==> config.mk <==
export PLATFORM = sky130hd
export DESIGN_NAME = dff_reg_arbiter_flat
export DESIGN_NICKNAME = d
export VERILOG_FILES = /design/src/rtl/dff_reg_arbiter_if.sv /design/src/rtl/dff_reg_arbiter.sv /design/src/flat_wrapper.sv
export SDC_FILE = /design/constraint.sdc
export NUM_CORES = 1
export LEC_CHECK = 0
export ABC_CLOCK_PERIOD_IN_PS = 2500
export CORE_AREA = 2 2 75 55
export CTS_BUF_LIST = sky130_fd_sc_hd__clkbuf_2
export DETAILED_ROUTE_END_ITERATION = 10
export DIE_AREA = 0 0 77 57
export PLACE_DENSITY = 0.83
export SKIP_CTS_REPAIR_TIMING = 1
export SYNTH_ARGS = -nofsm -noshare
export SYNTH_HDL_FRONTEND = slang
export SYNTH_SLANG_ARGS = --single-unit
==> constraint.sdc <==
create_clock -name clk -period 2.5 [get_ports clk]
set_clock_uncertainty 0.1 [all_clocks]
set_input_delay 0.5 -clock clk [delete_from_list [all_inputs] [get_ports clk]]
set_output_delay 0.5 -clock clk [all_outputs]
set_load 0.02 [all_outputs]
==> src/rtl/dff_reg_arbiter_if.sv <==
// Purpose : bundles the requester handshake and the shared-register write
//           path used by dff_reg_arbiter.
// Signals : req/wdata   requester requests and per-requester write data
//           gnt/done/err grant, completion and failure pulses to requesters
//           reg_we/reg_d write enable and data to the shared d_ff register
//           reg_q        readback from the shared register
//           busy         arbiter is inside a transaction
// Modports: master = arbiter side, slave = requester/register side.
interface dff_reg_arbiter_if #(
    parameter int unsigned N_REQ = 4,
    parameter int unsigned WIDTH = 8
);
    logic [N_REQ-1:0]       req;
    logic [N_REQ*WIDTH-1:0] wdata;
    logic [WIDTH-1:0]       reg_q;
    logic [N_REQ-1:0]       gnt;
    logic [N_REQ-1:0]       done;
    logic                   err;
    logic                   reg_we;
    logic [WIDTH-1:0]       reg_d;
    logic                   busy;

    modport master (
        input  req, wdata, reg_q,
        output gnt, done, err, reg_we, reg_d, busy
    );

    modport slave (
        output req, wdata, reg_q,
        input  gnt, done, err, reg_we, reg_d, busy
    );
endinterface

==> src/rtl/dff_reg_arbiter.sv <==
// Purpose : round-robin write arbiter for one shared WIDTH-bit d_ff register.
//           Grants one requester, writes its data for one cycle, reads the
//           register back and retries up to MAX_RETRY times on mismatch.
// Ports   : clk  rising-edge clock
//           rst  asynchronous active-high reset
//           bus  dff_reg_arbiter_if.master (req/wdata/reg_q in;
//                gnt/done/err/reg_we/reg_d/busy out, all registered)
module dff_reg_arbiter #(
    parameter int unsigned N_REQ     = 4,
    parameter int unsigned WIDTH     = 8,
    parameter int unsigned MAX_RETRY = 2
) (
    input  logic                  clk,
    input  logic                  rst,
    dff_reg_arbiter_if.master     bus
);

    localparam int unsigned PTR_W   = (N_REQ > 1) ? $clog2(N_REQ) : 1;
    localparam int unsigned RETRY_W = 2;

    typedef enum logic [1:0] {
        IDLE   = 2'd0,
        WRITE  = 2'd1,
        VERIFY = 2'd2
    } state_e;

    state_e             state_q, state_d;
    logic [N_REQ-1:0]   gnt_q, gnt_d;
    logic [N_REQ-1:0]   done_q, done_d;
    logic               err_q, err_d;
    logic               we_q, we_d;
    logic [WIDTH-1:0]   reg_d_q, reg_d_d;
    logic               busy_q, busy_d;
    logic [WIDTH-1:0]   hold_q, hold_d;
    logic [N_REQ-1:0]   owner_q, owner_d;
    logic [PTR_W-1:0]   ptr_q, ptr_d;
    logic [RETRY_W-1:0] retry_q, retry_d;

    logic [WIDTH-1:0]   wdata_arr [N_REQ];
    logic               win_found_c;
    logic [PTR_W-1:0]   win_idx_c;
    logic               mismatch_c;
    logic               can_retry_c;

    // Split the flat write-data bus into per-requester words.
    for (genvar g = 0; g < int'(N_REQ); g++) begin : g_wdata
        assign wdata_arr[g] = bus.wdata[g*WIDTH +: WIDTH];
    end

    // Winner: first requesting index at or above the pointer, wrapping.
    always_comb begin
        int unsigned cand;
        win_found_c = 1'b0;
        win_idx_c   = '0;
        cand        = 0;
        for (int unsigned i = 0; i < N_REQ; i++) begin
            cand = 32'(ptr_q) + i;
            if (cand >= N_REQ) begin
                cand = cand - N_REQ;
            end
            if (!win_found_c && bus.req[PTR_W'(cand)]) begin
                win_found_c = 1'b1;
                win_idx_c   = PTR_W'(cand);
            end
        end
    end

    assign mismatch_c  = (bus.reg_q != hold_q);
    assign can_retry_c = (retry_q < RETRY_W'(MAX_RETRY));

    // State and output registers.
    always_ff @(posedge clk or posedge rst) begin
        if (rst) begin
            state_q <= IDLE;
            gnt_q   <= '0;
            done_q  <= '0;
            err_q   <= 1'b0;
            we_q    <= 1'b0;
            reg_d_q <= '0;
            busy_q  <= 1'b0;
            hold_q  <= '0;
            owner_q <= '0;
            ptr_q   <= '0;
            retry_q <= '0;
        end else begin
            state_q <= state_d;
            gnt_q   <= gnt_d;
            done_q  <= done_d;
            err_q   <= err_d;
            we_q    <= we_d;
            reg_d_q <= reg_d_d;
            busy_q  <= busy_d;
            hold_q  <= hold_d;
            owner_q <= owner_d;
            ptr_q   <= ptr_d;
            retry_q <= retry_d;
        end
    end

    // Next-state logic.
    always_comb begin
        state_d = state_q;
        case (state_q)
            IDLE: begin
                if (win_found_c) begin
                    state_d = WRITE;
                end
            end
            WRITE: begin
                state_d = VERIFY;
            end
            VERIFY: begin
                if (mismatch_c && can_retry_c) begin
                    state_d = WRITE;
                end else begin
                    state_d = IDLE;
                end
            end
            default: begin
                state_d = IDLE;
            end
        endcase
    end

    // Next values for the registered outputs and datapath.
    always_comb begin
        gnt_d   = '0;
        done_d  = '0;
        err_d   = 1'b0;
        we_d    = 1'b0;
        reg_d_d = reg_d_q;
        hold_d  = hold_q;
        owner_d = owner_q;
        ptr_d   = ptr_q;
        retry_d = retry_q;
        case (state_q)
            IDLE: begin
                if (win_found_c) begin
                    hold_d  = wdata_arr[win_idx_c];
                    reg_d_d = wdata_arr[win_idx_c];
                    we_d    = 1'b1;
                    gnt_d   = N_REQ'(1) << win_idx_c;
                    owner_d = N_REQ'(1) << win_idx_c;
                    retry_d = '0;
                    if (win_idx_c == PTR_W'(N_REQ - 1)) begin
                        ptr_d = '0;
                    end else begin
                        ptr_d = win_idx_c + PTR_W'(1);
                    end
                end
            end
            VERIFY: begin
                if (!mismatch_c) begin
                    done_d = owner_q;
                end else if (can_retry_c) begin
                    // Rewrite the held data; the grant is not repeated.
                    retry_d = retry_q + RETRY_W'(1);
                    we_d    = 1'b1;
                end else begin
                    done_d = owner_q;
                    err_d  = 1'b1;
                end
            end
            default: begin
            end
        endcase
        busy_d = (state_d != IDLE);
    end

    assign bus.gnt    = gnt_q;
    assign bus.done   = done_q;
    assign bus.err    = err_q;
    assign bus.reg_we = we_q;
    assign bus.reg_d  = reg_d_q;
    assign bus.busy   = busy_q;

endmodule

==> src/flat_wrapper.sv <==
// flat-port wrapper written by rule: the top's interface ports become plain ports
module dff_reg_arbiter_flat 
#(
    parameter int unsigned N_REQ     = 4,
    parameter int unsigned WIDTH     = 8,
    parameter int unsigned MAX_RETRY = 2
)
  (clk, rst, bus_req, bus_wdata, bus_reg_q, bus_gnt, bus_done, bus_err, bus_reg_we, bus_reg_d, bus_busy);
  dff_reg_arbiter_if #(.N_REQ(N_REQ), .WIDTH(WIDTH)) bus_i ();
  input  logic clk;
  input  logic rst;
  input wire logic [$bits(bus_i.req)-1:0] bus_req;
  input wire logic [$bits(bus_i.wdata)-1:0] bus_wdata;
  input wire logic [$bits(bus_i.reg_q)-1:0] bus_reg_q;
  output wire logic [$bits(bus_i.gnt)-1:0] bus_gnt;
  output wire logic [$bits(bus_i.done)-1:0] bus_done;
  output wire logic [$bits(bus_i.err)-1:0] bus_err;
  output wire logic [$bits(bus_i.reg_we)-1:0] bus_reg_we;
  output wire logic [$bits(bus_i.reg_d)-1:0] bus_reg_d;
  output wire logic [$bits(bus_i.busy)-1:0] bus_busy;
  assign bus_i.req = bus_req;
  assign bus_i.wdata = bus_wdata;
  assign bus_i.reg_q = bus_reg_q;
  assign bus_gnt = bus_i.gnt;
  assign bus_done = bus_i.done;
  assign bus_err = bus_i.err;
  assign bus_reg_we = bus_i.reg_we;
  assign bus_reg_d = bus_i.reg_d;
  assign bus_busy = bus_i.busy;
  dff_reg_arbiter #(.N_REQ(N_REQ), .WIDTH(WIDTH), .MAX_RETRY(MAX_RETRY)) u_core (.clk(clk), .rst(rst), .bus(bus_i));
endmodule
==> flow_results.xml <==
<?xml version="1.0" encoding="UTF-8"?>
<metrics>
  <group name="cells_and_area">
    <metric name="fraction_of_layout_instances_using_a_drive_strength_above_1" unit="">0.110</metric>
    <metric name="instances_no_fill" unit="">270</metric>
    <metric name="area_delta_synth_final" unit="%">53.6</metric>
    <metric name="mostFrequentLayoutCell" unit="">sky130_fd_sc_hd__clkdlybuf4s50_1</metric>
    <metric name="sequential_cell_area" unit="um2">726</metric>
    <metric name="layout_common_cells" unit="">sky130_fd_sc_hd__clkdlybuf4s50_1, sky130_fd_sc_hd__dfrtp_1, sky130_fd_sc_hd__o21ai_0</metric>
    <metric name="antennaDiodeCount" unit="">0</metric>
    <metric name="area_used_by_multi_input_combinational_logic" unit="um2">769</metric>
    <metric name="finish.net_count" unit="">267</metric>
    <metric name="layout.filler_cells" unit="">325</metric>
  </group>
  <group name="drt">
    <metric name="drc" unit="">0</metric>
    <metric name="wl_per_cell" unit="um">13.8</metric>
    <metric name="vias_per_cell" unit="">4.91</metric>
    <metric name="count_of_tritonroute_iterations_in_the_first_routing_pass" unit="">4</metric>
    <metric name="routed-via-count" unit="">1327</metric>
    <metric name="detail-route-antenna-nets" unit="">0</metric>
    <metric name="wirelength" unit="um">3710</metric>
    <metric name="drt_iter0_drc" unit="">74</metric>
  </group>
  <group name="worst_setup_path">
    <metric name="regToRegStartpoint" unit="">u_core.ptr_q[0]</metric>
    <metric name="end_kind" unit="">flop</metric>
    <metric name="rr_worst_depth" unit="">6</metric>
    <metric name="worst_ep_required_time" unit="ns">2.67</metric>
    <metric name="r2r_slack" unit="ns">0.57</metric>
    <metric name="start_kind" unit="">input port</metric>
    <metric name="critPathKind" unit="">in2reg</metric>
    <metric name="critical_path_cell_by_cell" unit="">clkdlybuf4s50_1 &gt; nor2b_1 &gt; buf_4 &gt; o21a_1 &gt; or3_1 &gt; o21ai_0 &gt; o22ai_1</metric>
    <metric name="critical_path_fanout_max" unit="">14</metric>
    <metric name="crit-reg2reg-capture" unit="">u_core.bus.reg_d[5]</metric>
    <metric name="critPathLaunch" unit="">bus_req[0]</metric>
    <metric name="max_incr_delay_on_cp" unit="ns">0.53</metric>
    <metric name="timing.critical_path.slowest_stage_cell" unit="">sky130_fd_sc_hd__clkdlybuf4s50_1</metric>
    <metric name="critPathArrivalTime" unit="ns">2.38</metric>
  </group>
  <group name="run_status">
    <metric name="status" unit="">finished clean</metric>
  </group>
  <group name="timing">
    <metric name="fin_crit_sh" unit="">0.884</metric>
    <metric name="worst-slew-pin-transition" unit="ns">0.476</metric>
    <metric name="max_clock_freq" unit="MHz">452</metric>
    <metric name="setup_viol_count_final" unit="">0</metric>
    <metric name="worst_rel_slew_slack" unit="">0.683</metric>
    <metric name="timing_max_transition_violations_final" unit="">0</metric>
    <metric name="final_hold_viol_count" unit="">0</metric>
    <metric name="post_route_minimum_period" unit="ns">2.21</metric>
    <metric name="fin_ws" unit="ns">0.289</metric>
    <metric name="unrepaired_setup_endpoints_after_global_routing" unit="">false</metric>
  </group>
  <group name="pwr">
    <metric name="cell_internal_pwr" unit="W">0.00152</metric>
    <metric name="p_leak" unit="nW">1.01</metric>
    <metric name="power_switching_share" unit="">0.389</metric>
    <metric name="power-per-cell-area" unit="nW/um2">1040</metric>
    <metric name="power.ir.vdd_worst" unit="uV">592</metric>
    <metric name="overall_power_consumption" unit="W">0.00248</metric>
    <metric name="net-switching-power" unit="W">0.000966</metric>
    <metric name="power.combinational.fraction" unit="">0.553</metric>
    <metric name="clock_power_share" unit="">0.130</metric>
    <metric name="seq_power_share" unit="">0.318</metric>
  </group>
  <group name="global_routing">
    <metric name="grt_pass1_vias" unit="">1280</metric>
    <metric name="number_of_antenna_violations_at_the_first_check_in_global_routing" unit="">0</metric>
    <metric name="overflow" unit="">0</metric>
    <metric name="grt_first_pass_wirelength" unit="um">6130</metric>
    <metric name="grt_start_max_net_pins" unit="">30</metric>
    <metric name="gr-usage-all-layers" unit="">0.181</metric>
  </group>
  <group name="clock_tree">
    <metric name="number_of_cts_inserted_buffers" unit="">5</metric>
    <metric name="clock_path_buffers" unit="">2</metric>
    <metric name="cts_sinks" unit="">29</metric>
    <metric name="cts_tree" unit="">built</metric>
    <metric name="clk_pin_slew_worst_paths" unit="ns">0.14</metric>
    <metric name="insertion_delay" unit="ns">0.34</metric>
    <metric name="cts_htree_levels" unit="">2</metric>
    <metric name="root_buffer" unit="">sky130_fd_sc_hd__clkbuf_2</metric>
  </group>
  <group name="hold_path">
    <metric name="hold-path-endpoint" unit="">u_core.state_q[1]</metric>
    <metric name="worstHoldPathType" unit="">reg2reg</metric>
    <metric name="holdCritStartpoint" unit="">u_core.state_q[1]</metric>
    <metric name="hold-path-cell-count" unit="">1</metric>
  </group>
  <group name="synthesis">
    <metric name="synth.cell_area" unit="um2">1550</metric>
    <metric name="synth_seq_area_share" unit="">0.467</metric>
    <metric name="synth_cell_type_count" unit="">35</metric>
    <metric name="ys_warn_count" unit="">0</metric>
    <metric name="syn-instance-count" unit="">140</metric>
    <metric name="postSynthRegisterBits" unit="">29</metric>
    <metric name="synthesis.nets" unit="">190</metric>
    <metric name="synthesis.area_per_instance" unit="um2">11.1</metric>
  </group>
  <group name="place">
    <metric name="port-buffer-count" unit="">64</metric>
    <metric name="dp_worst_setup_slack" unit="ns">-0.0414</metric>
    <metric name="place.detailed.instances" unit="">262</metric>
    <metric name="final_replace_weighted_congestion" unit="">0.915</metric>
    <metric name="dp.final_hpwl" unit="um">2910</metric>
  </group>
  <group name="die">
    <metric name="die_height" unit="um">57</metric>
    <metric name="placement_rows" unit="">19</metric>
    <metric name="die_w" unit="um">77</metric>
    <metric name="core_area" unit="um2">3760</metric>
    <metric name="die-area" unit="um2">4390</metric>
    <metric name="effective_utilization_at_floorplan" unit="">0.414</metric>
    <metric name="pin_count" unit="">65</metric>
  </group>
  <group name="run">
    <metric name="max_cap_viol_count" unit="">0</metric>
  </group>
</metrics>
==> routing by layer <==
| metal | up-vias | part of all wire | track usage |
|---|---|---|---|
| met2 | 37 | 0.46 | 0.272 |
| met4 | 0 | 0.0067 | 0.0536 |
| met3 | 4 | 0.043 | 0.0491 |
| li1 | 664 | - | - |
| met1 | 622 | 0.49 | 0.261 |
| met5 | - | 0 | 0 |
==> logic make-up (layout without fill, tap and decap cells) <==
family / count (synthesis) / count (layout) / share of synthesized area
AND/OR/NAND/NOR: 40 / 40 / 0.174
adder cells (fa/ha/maj): 4 / 4 / 0.0322
XOR/XNOR: 8 / 8 / 0.0451
buffers and inverters: 9 / 87 / 0.0378
multiplexers: 9 / 9 / 0.0580
flip-flops: 29 / 29 / 0.467
AO/OA/AOI/OAI: 41 / 41 / 0.186
==> sequential cells by signal, indices dropped and copies added (netlist names) <==
| register | flops |
|---|---|
| u_core.bus.done | 4 |
| u_core.bus.reg_we | 1 |
| u_core.bus.err | 1 |
| u_core.owner_q | 4 |
| u_core.retry_q | 2 |
| u_core.ptr_q | 2 |
| u_core.state_q | 2 |
| u_core.bus.reg_d | 8 |
| u_core.bus.gnt | 4 |
| u_core.bus.busy | 1 |
==> power groups by stage <==
stage | Combinational [W] | Clock (W) | Sequential [W]
after global placement | 0.00134 | 0 | 0.000798
after global routing | 0.00149 | 0.000357 | 0.000818
after CTS | 0.00138 | 0.000332 | 0.000790
final | 0.00137 | 0.000322 | 0.000788
after detailed placement | 0.00137 | 0 | 0.000798
after floorplan | 0.000739 | 0 | 0.000902
==> worst max-delay path: cells and delay by family <==
family,cells,cell delay (ns)
buffers and inverters,2,0.70
AOI/OAI and AO/OA,3,0.51
and+or+nand+nor,2,0.66
==> Yosys cell counts <==
cell                       instances  share of area
sky130_fd_sc_hd__dfrtp_1          29           0.47
sky130_fd_sc_hd__o21ai_0          12          0.039
sky130_fd_sc_hd__mux2i_1           9          0.058
sky130_fd_sc_hd__nor3b_1           9          0.043
sky130_fd_sc_hd__a211oi_1          8          0.039
sky130_fd_sc_hd__and2_1            8          0.032
sky130_fd_sc_hd__xnor2_1           8          0.045
sky130_fd_sc_hd__o22ai_1           7          0.028
sky130_fd_sc_hd__nor2b_1           5          0.020
sky130_fd_sc_hd__a21o_1            4          0.019
sky130_fd_sc_hd__ha_1              4          0.032
sky130_fd_sc_hd__nand2_1           4         0.0097
sky130_fd_sc_hd__nor2_1            4         0.0097
sky130_fd_sc_hd__inv_1             3         0.0072
sky130_fd_sc_hd__clkbuf_1          2         0.0048
sky130_fd_sc_hd__nand4_1           2         0.0081
sky130_fd_sc_hd__nor4_4            2          0.027
sky130_fd_sc_hd__o31ai_1           2         0.0097
sky130_fd_sc_hd__or2_1             2         0.0081
sky130_fd_sc_hd__a22o_1            1         0.0056
sky130_fd_sc_hd__a41o_1            1         0.0064
sky130_fd_sc_hd__buf_12            1          0.013
sky130_fd_sc_hd__buf_2             1         0.0032
sky130_fd_sc_hd__buf_6             1         0.0072
sky130_fd_sc_hd__inv_2             1         0.0024
sky130_fd_sc_hd__nand2b_1          1         0.0040
sky130_fd_sc_hd__nor3_1            1         0.0032
sky130_fd_sc_hd__o21a_1            1         0.0048
sky130_fd_sc_hd__o21ai_1           1         0.0032
sky130_fd_sc_hd__o21ba_2           1         0.0064
sky130_fd_sc_hd__o221ai_1          1         0.0056
sky130_fd_sc_hd__o31a_1            1         0.0056
sky130_fd_sc_hd__o31ai_4           1          0.014
sky130_fd_sc_hd__or2_2             1         0.0040
sky130_fd_sc_hd__or3_1             1         0.0040
==> worst max-delay path by stage <==
| stage | endpoint | slack [ns] |
|---|---|---|
| after floorplan | u_core.owner_q[2] | 0.36 |
| after global placement | u_core.bus.reg_d[5] | -0.03 |
| after detailed placement | u_core.bus.reg_d[5] | -0.04 |
| after CTS | u_core.bus.reg_d[2] | 0.31 |
| after global routing | u_core.bus.reg_d[2] | 0.20 |
| final | u_core.bus.reg_d[3] | 0.29 |
==> layout make-up <==
type	instances	area share
Sequential cell	29	0.304
Tap cell	52	0.0273
Clock buffer	6	0.0126
Multi-Input combinational cell	102	0.322
Timing Repair Buffer	75	0.313
Inverter	4	0.00629
Clock inverter	2	0.0142
==> through the flow <==
stage	utilization	TNS, ns	hold slack, ns	instance area (um2)
3_5_place_dp	0.619	-0.108	0.358	2320
4_1_cts	0.636	0	0.385	2390
6_report	0.636	0	0.382	2390
5_1_grt	0.636	0	0.412	2390
2_1_floorplan	-	0	0.335	1550
3_3_place_gp	0.619	-0.106	0.352	2320
Power figures use the tool's default switching activity.
==> RTL change 1 (config.mk and constraints unchanged) <==
`N_REQ` is set to 4 in 3 places; all go to 2.
--- a/src/rtl/dff_reg_arbiter_if.sv
+++ b/src/rtl/dff_reg_arbiter_if.sv
@@ -7,7 +7,7 @@
 //           busy         arbiter is inside a transaction
 // Modports: master = arbiter side, slave = requester/register side.
 interface dff_reg_arbiter_if #(
-    parameter int unsigned N_REQ = 4,
+    parameter int unsigned N_REQ = 2,
     parameter int unsigned WIDTH = 8
 );
     logic [N_REQ-1:0]       req;
--- a/src/rtl/dff_reg_arbiter.sv
+++ b/src/rtl/dff_reg_arbiter.sv
@@ -6,7 +6,7 @@
 //           bus  dff_reg_arbiter_if.master (req/wdata/reg_q in;
 //                gnt/done/err/reg_we/reg_d/busy out, all registered)
 module dff_reg_arbiter #(
-    parameter int unsigned N_REQ     = 4,
+    parameter int unsigned N_REQ     = 2,
     parameter int unsigned WIDTH     = 8,
     parameter int unsigned MAX_RETRY = 2
 ) (
--- a/src/flat_wrapper.sv
+++ b/src/flat_wrapper.sv
@@ -1,7 +1,7 @@
 // flat-port wrapper written by rule: the top's interface ports become plain ports
 module dff_reg_arbiter_flat 
 #(
-    parameter int unsigned N_REQ     = 4,
+    parameter int unsigned N_REQ     = 2,
     parameter int unsigned WIDTH     = 8,
     parameter int unsigned MAX_RETRY = 2
 )
Interface: changed (resized bus_done, bus_gnt, bus_req and bus_wdata); port bits go from 65 to 43. The function was not compared with the original's and may differ.
==> RTL change 1 against the original RTL <==
  * Die area is the same
  * Wire length is 42% lower
  * Final cell count shrank 33%
  * Via count fell by 45%
  * Critical path depth shrank 6
  * Design area is 39% lower
  * Sequential cell count decreased by 8
  * Total power is 42% lower
  * Sequential share of layout area increased by 5.4 points
  * Setup slack better by 0.23 ns
  * Area after synthesis decreased by 39%
  * Critical path type is now register to output pin
==> RTL change 1: results (changes against the original RTL) <==
metric;value;unit;change
outcome;complete, no violations;;unchanged
synthMuxAreaShare;9.46;%;was 5.80%
wl_per_cell;12.0;µm;was 13.8 µm
dp_hpwl;1700;µm;was 2910 µm
drt_iter0_drc;31;;was 74
wl_met1;1030;µm;was 1830 µm
worst_ep_arrival_time;1.38;ns;was 2.38 ns
cp_max_fo;3;;was 14
ys_types;22;;was 35
placed_cells;177;;was 262
r2r_setup_slack;0.77;ns;was 0.57 ns
synth-xor-area-share;7.36;%;was 4.51%
reg2reg_depth;4;;was 6
drive_above_1_share;7.75;%;was 11.0%
met2WireLength;997;µm;was 1700 µm
grt_util_met3;4.75;%;was 4.91%
nets;158;;was 267
r2r_end;u_core.bus.busy;;was u_core.bus.reg_d[5]
leakagePower;0.645;nW;was 1.01 nW
synthesis.nets;111;;was 190
r2r-start;u_core.bus.reg_d[4];;was u_core.ptr_q[0]
yosys-top-cells-area;dfrtp_1 (55%), mux2i_1 (9.5%), xor2_1 (7.4%);;was dfrtp_1 (47%), mux2i_1 (5.8%), xnor2_1 (4.5%)
wirelength;2160;µm;was 3710 µm
viasPerCell;4.01;;was 4.91
clk_latency;0.31;ns;was 0.34 ns
clk_pin_slew_worst_paths;0.19;ns;was 0.14 ns
synth-compound-area-share;10.4;%;was 18.6%
critPathLaunch;u_core.bus.reg_d[3];;was bus_req[0]
dr_wl_met3;135;µm;was 160 µm
io_buffers;42;;was 64
ys_seq_area_share;55.2;%;was 46.7%
gp_congestion;0.728;;was 0.915
yosys.area_share.adder;0;%;was 3.22%
-- RTL change 1: through the flow --
step / total power, mW / setup slack [ns] / instance area (µm²)
after floorplan: 1.00 / 0.797 / 952
after global placement: 1.31 / 0.326 / 1450
after detailed placement: 1.33 / 0.272 / 1450
after CTS: 1.47 / 0.490 / 1470
after global routing: 1.56 / 0.439 / 1470
final: 1.45 / 0.517 / 1470
-- RTL change 1: area by class of cell --
type	instances	area share [%]
sequential	21	35.8
inverter	3	0.767
clock buffer	4	1.36
timing repair buffer	45	30.2
multi-input combinational	56	27.5
tap	52	4.43
-- RTL change 1: worst min-delay path by stage --
| stage | to | slack (ns) | start | cells past startpoint |
|---|---|---|---|---|
| after floorplan | u_core.state_q[1] | 0.33 | u_core.state_q[1] | 1 |
| after global placement | u_core.owner_q[1] | 0.35 | u_core.owner_q[1] | 1 |
| after detailed placement | u_core.owner_q[1] | 0.36 | u_core.owner_q[1] | 1 |
| after CTS | u_core.bus.gnt[0] | 0.38 | rst | 3 |
| after global routing | u_core.bus.gnt[0] | 0.40 | rst | 3 |
| final | u_core.bus.reg_we | 0.39 | rst | 3 |
-- RTL change 1: worst min-delay path, cell delays in order --
cell	delay, ns
clkdlybuf4s50_1	0.40
inv_1	0.05
buf_4	0.27
-- RTL change 1: cells by family after synthesis --
group,count (synthesis)
and+or+nand+nor,23
DFF,21
AOI/OAI and AO/OA,16
muxes,9
xor gates and xnor gates,8
buffers and inverters,6
-- RTL change 1: where the power goes --
| group | total (mW) | leakage, nW | internal (mW) | switching, mW |
|---|---|---|---|---|
| logic | 0.737 | 0.364 | 0.354 | 0.383 |
| registers | 0.573 | 0.264 | 0.473 | 0.0998 |
| clock network | 0.140 | 0.0166 | 0.0424 | 0.0981 |
==> RTL change 2 (config.mk and constraints unchanged) <==
Made on the original files. The 3 states of `state_e` get a one-hot encoding in 3 bits.
--- a/src/rtl/dff_reg_arbiter.sv
+++ b/src/rtl/dff_reg_arbiter.sv
@@ -18,10 +18,10 @@
     localparam int unsigned PTR_W   = (N_REQ > 1) ? $clog2(N_REQ) : 1;
     localparam int unsigned RETRY_W = 2;
 
-    typedef enum logic [1:0] {
-        IDLE   = 2'd0,
-        WRITE  = 2'd1,
-        VERIFY = 2'd2
+    typedef enum logic [2:0] {
+        IDLE   = 3'b001,
+        WRITE  = 3'b010,
+        VERIFY = 3'b100
     } state_e;
 
     state_e             state_q, state_d;
Behaviour: no difference found for any inputs over 10 cycles, from zero or initial values and one cycle with rst high; not proved beyond that.
==> RTL change 2 against the original RTL <==
  * Area after synthesis is 0.48% higher
  * Total power is 13% lower
  * Wire length is 5.9% lower
  * Design area is 2.8% lower
  * Sequential cell count is 1 higher
  * Non-clock buffer count is 4 lower
  * First-iteration DRC count is 53% lower
  * Worst hold slack worse by 0.012 ns
  * Setup slack better by 0.16 ns
  * Critical endpoint is now u_core.bus.reg_d[2]
==> RTL change 2: results (changes against the original RTL) <==
metric;value;unit;change
outcome;complete, no violations;;unchanged
clk_pin_slew_worst_paths;0.17;ns;was 0.14 ns
final-instance-count-excl-fill;269;;was 270
ys_types;33;;was 35
clk_latency;0.37;ns;was 0.34 ns
yosys-top-cells-area;dfrtp_1 (46%), mux2i_1 (11%), o221ai_1 (4.5%);;was dfrtp_1 (47%), mux2i_1 (5.8%), xnor2_1 (4.5%)
wirelength;3490;µm;was 3710 µm
place_area;2280;µm²;was 2320 µm²
cts_buffers;5;;unchanged
drtPass1Iterations;4;;unchanged
htreeDepth;2;;unchanged
antenna_found_initial;0;;unchanged
r2r_end;u_core.bus.reg_d[2];;was u_core.bus.reg_d[5]
r2r_setup_slack;0.60;ns;was 0.57 ns
whs;0.370;ns;was 0.382 ns
synth_cells;143;;was 140
cts_buffer_depth;2;;unchanged
dp_slack;0.0749;ns;was -0.0414 ns
nFillCells;340;;was 325
viasPerCell;4.83;;was 4.91
synthesis.nets;193;;was 190
clockRootBuffer;clkbuf_2;;unchanged
placed_cells;261;;was 262
drive_above_1_share;8.29;%;was 11.0%
grtUsageTotal;17.5;%;was 18.1%
dp_hpwl;2790;µm;was 2910 µm
grt_util_met3;7.44;%;was 4.91%
leakagePower;1.06;nW;was 1.01 nW
tightest_slew;0.425;ns;was 0.476 ns
holdCritPathClass;input pin to asynchronous set/reset pin;;was register to register
grt_use_met1;23.0;%;was 26.1%
peakVddDrop;0.435;mV;was 0.592 mV
cp_max_fo;18;;was 14
drv_cap;0;;unchanged
tns;0;ns;unchanged
gr-usage-met2;26.3;%;was 27.2%
grt_max_degree;31;;was 30
ys_seq_area_share;48.2;%;was 46.7%
nets;266;;was 267
grt_pass1_wl;5890;µm;was 6130 µm
drt_iter0_drc;35;;was 74
gp_congestion;0.769;;was 0.915
synth_common_cells;dfrtp_1 (29), mux2i_1 (17), nand2_1 (15);;was dfrtp_1 (29), o21ai_0 (12), mux2i_1 (9), nor3b_1 (9)
r2r-start;u_core.ptr_q[1];;was u_core.ptr_q[0]
reg2reg_depth;5;;was 6
worst_ep_arrival_time;2.17;ns;was 2.38 ns
grt_pass1_vias;1318;;was 1280
-- RTL change 2: cell type report --
cell class	instances	area [µm²]	share of cell area, %
clock buffers	5	25.0	1.08
clock inverters	3	16.3	0.701
inverters	6	22.5	0.970
multi-input cells	102	734	31.6
flip-flops and latches	30	752	32.4
well taps	52	65.1	2.80
repair buffers	71	706	30.4
-- RTL change 2: worst max-delay path by stage --
| stage | from | end | slack (ns) | cells after the start |
|---|---|---|---|---|
| floorplan | u_core.ptr_q[1] | u_core.owner_q[2] | 0.59 | 9 |
| global placement | bus_req[1] | u_core.bus.reg_d[2] | 0.1 | 7 |
| detailed placement | bus_req[1] | u_core.bus.reg_d[5] | 0.07 | 7 |
| CTS | u_core.bus.reg_d[1] | bus_reg_d[1] | 0.45 | 1 |
| global route | bus_req[1] | u_core.bus.reg_d[5] | 0.36 | 7 |
| finish | bus_req[1] | u_core.bus.reg_d[2] | 0.45 | 7 |
-- RTL change 2: cells by family after synthesis --
group	count (synthesis)	synth area share, %
compound gates	29	13.6
xor+xnor	8	4.49
fa+ha+maj	4	3.21
buf+inv	11	4.81
flops	30	48.2
mux	18	11.9
simple gates	43	13.9
-- RTL change 2: per-layer routing --
layer / vias to the layer above / wire [µm]
li1: 647 / -
met1: 595 / 1610
met2: 52 / 1540
met3: 4 / 310
met4: 0 / 36
met5: - / 0
-- RTL change 2: worst max-delay path, stage by stage --
cell             delay [ns]
clkdlybuf4s50_1        0.55
a21boi_0               0.19
o2bb2ai_1              0.12
a21oi_2                0.20
buf_12                 0.20
mux2i_1                0.24
o221ai_1               0.15
-- RTL change 2: where the power goes --
group          leakage, nW  switching (mW)  internal [mW]  total [mW]
Combinational        0.649           0.560          0.574        1.13
Clock               0.0264           0.169         0.0638       0.233
Sequential           0.388           0.139          0.661       0.801
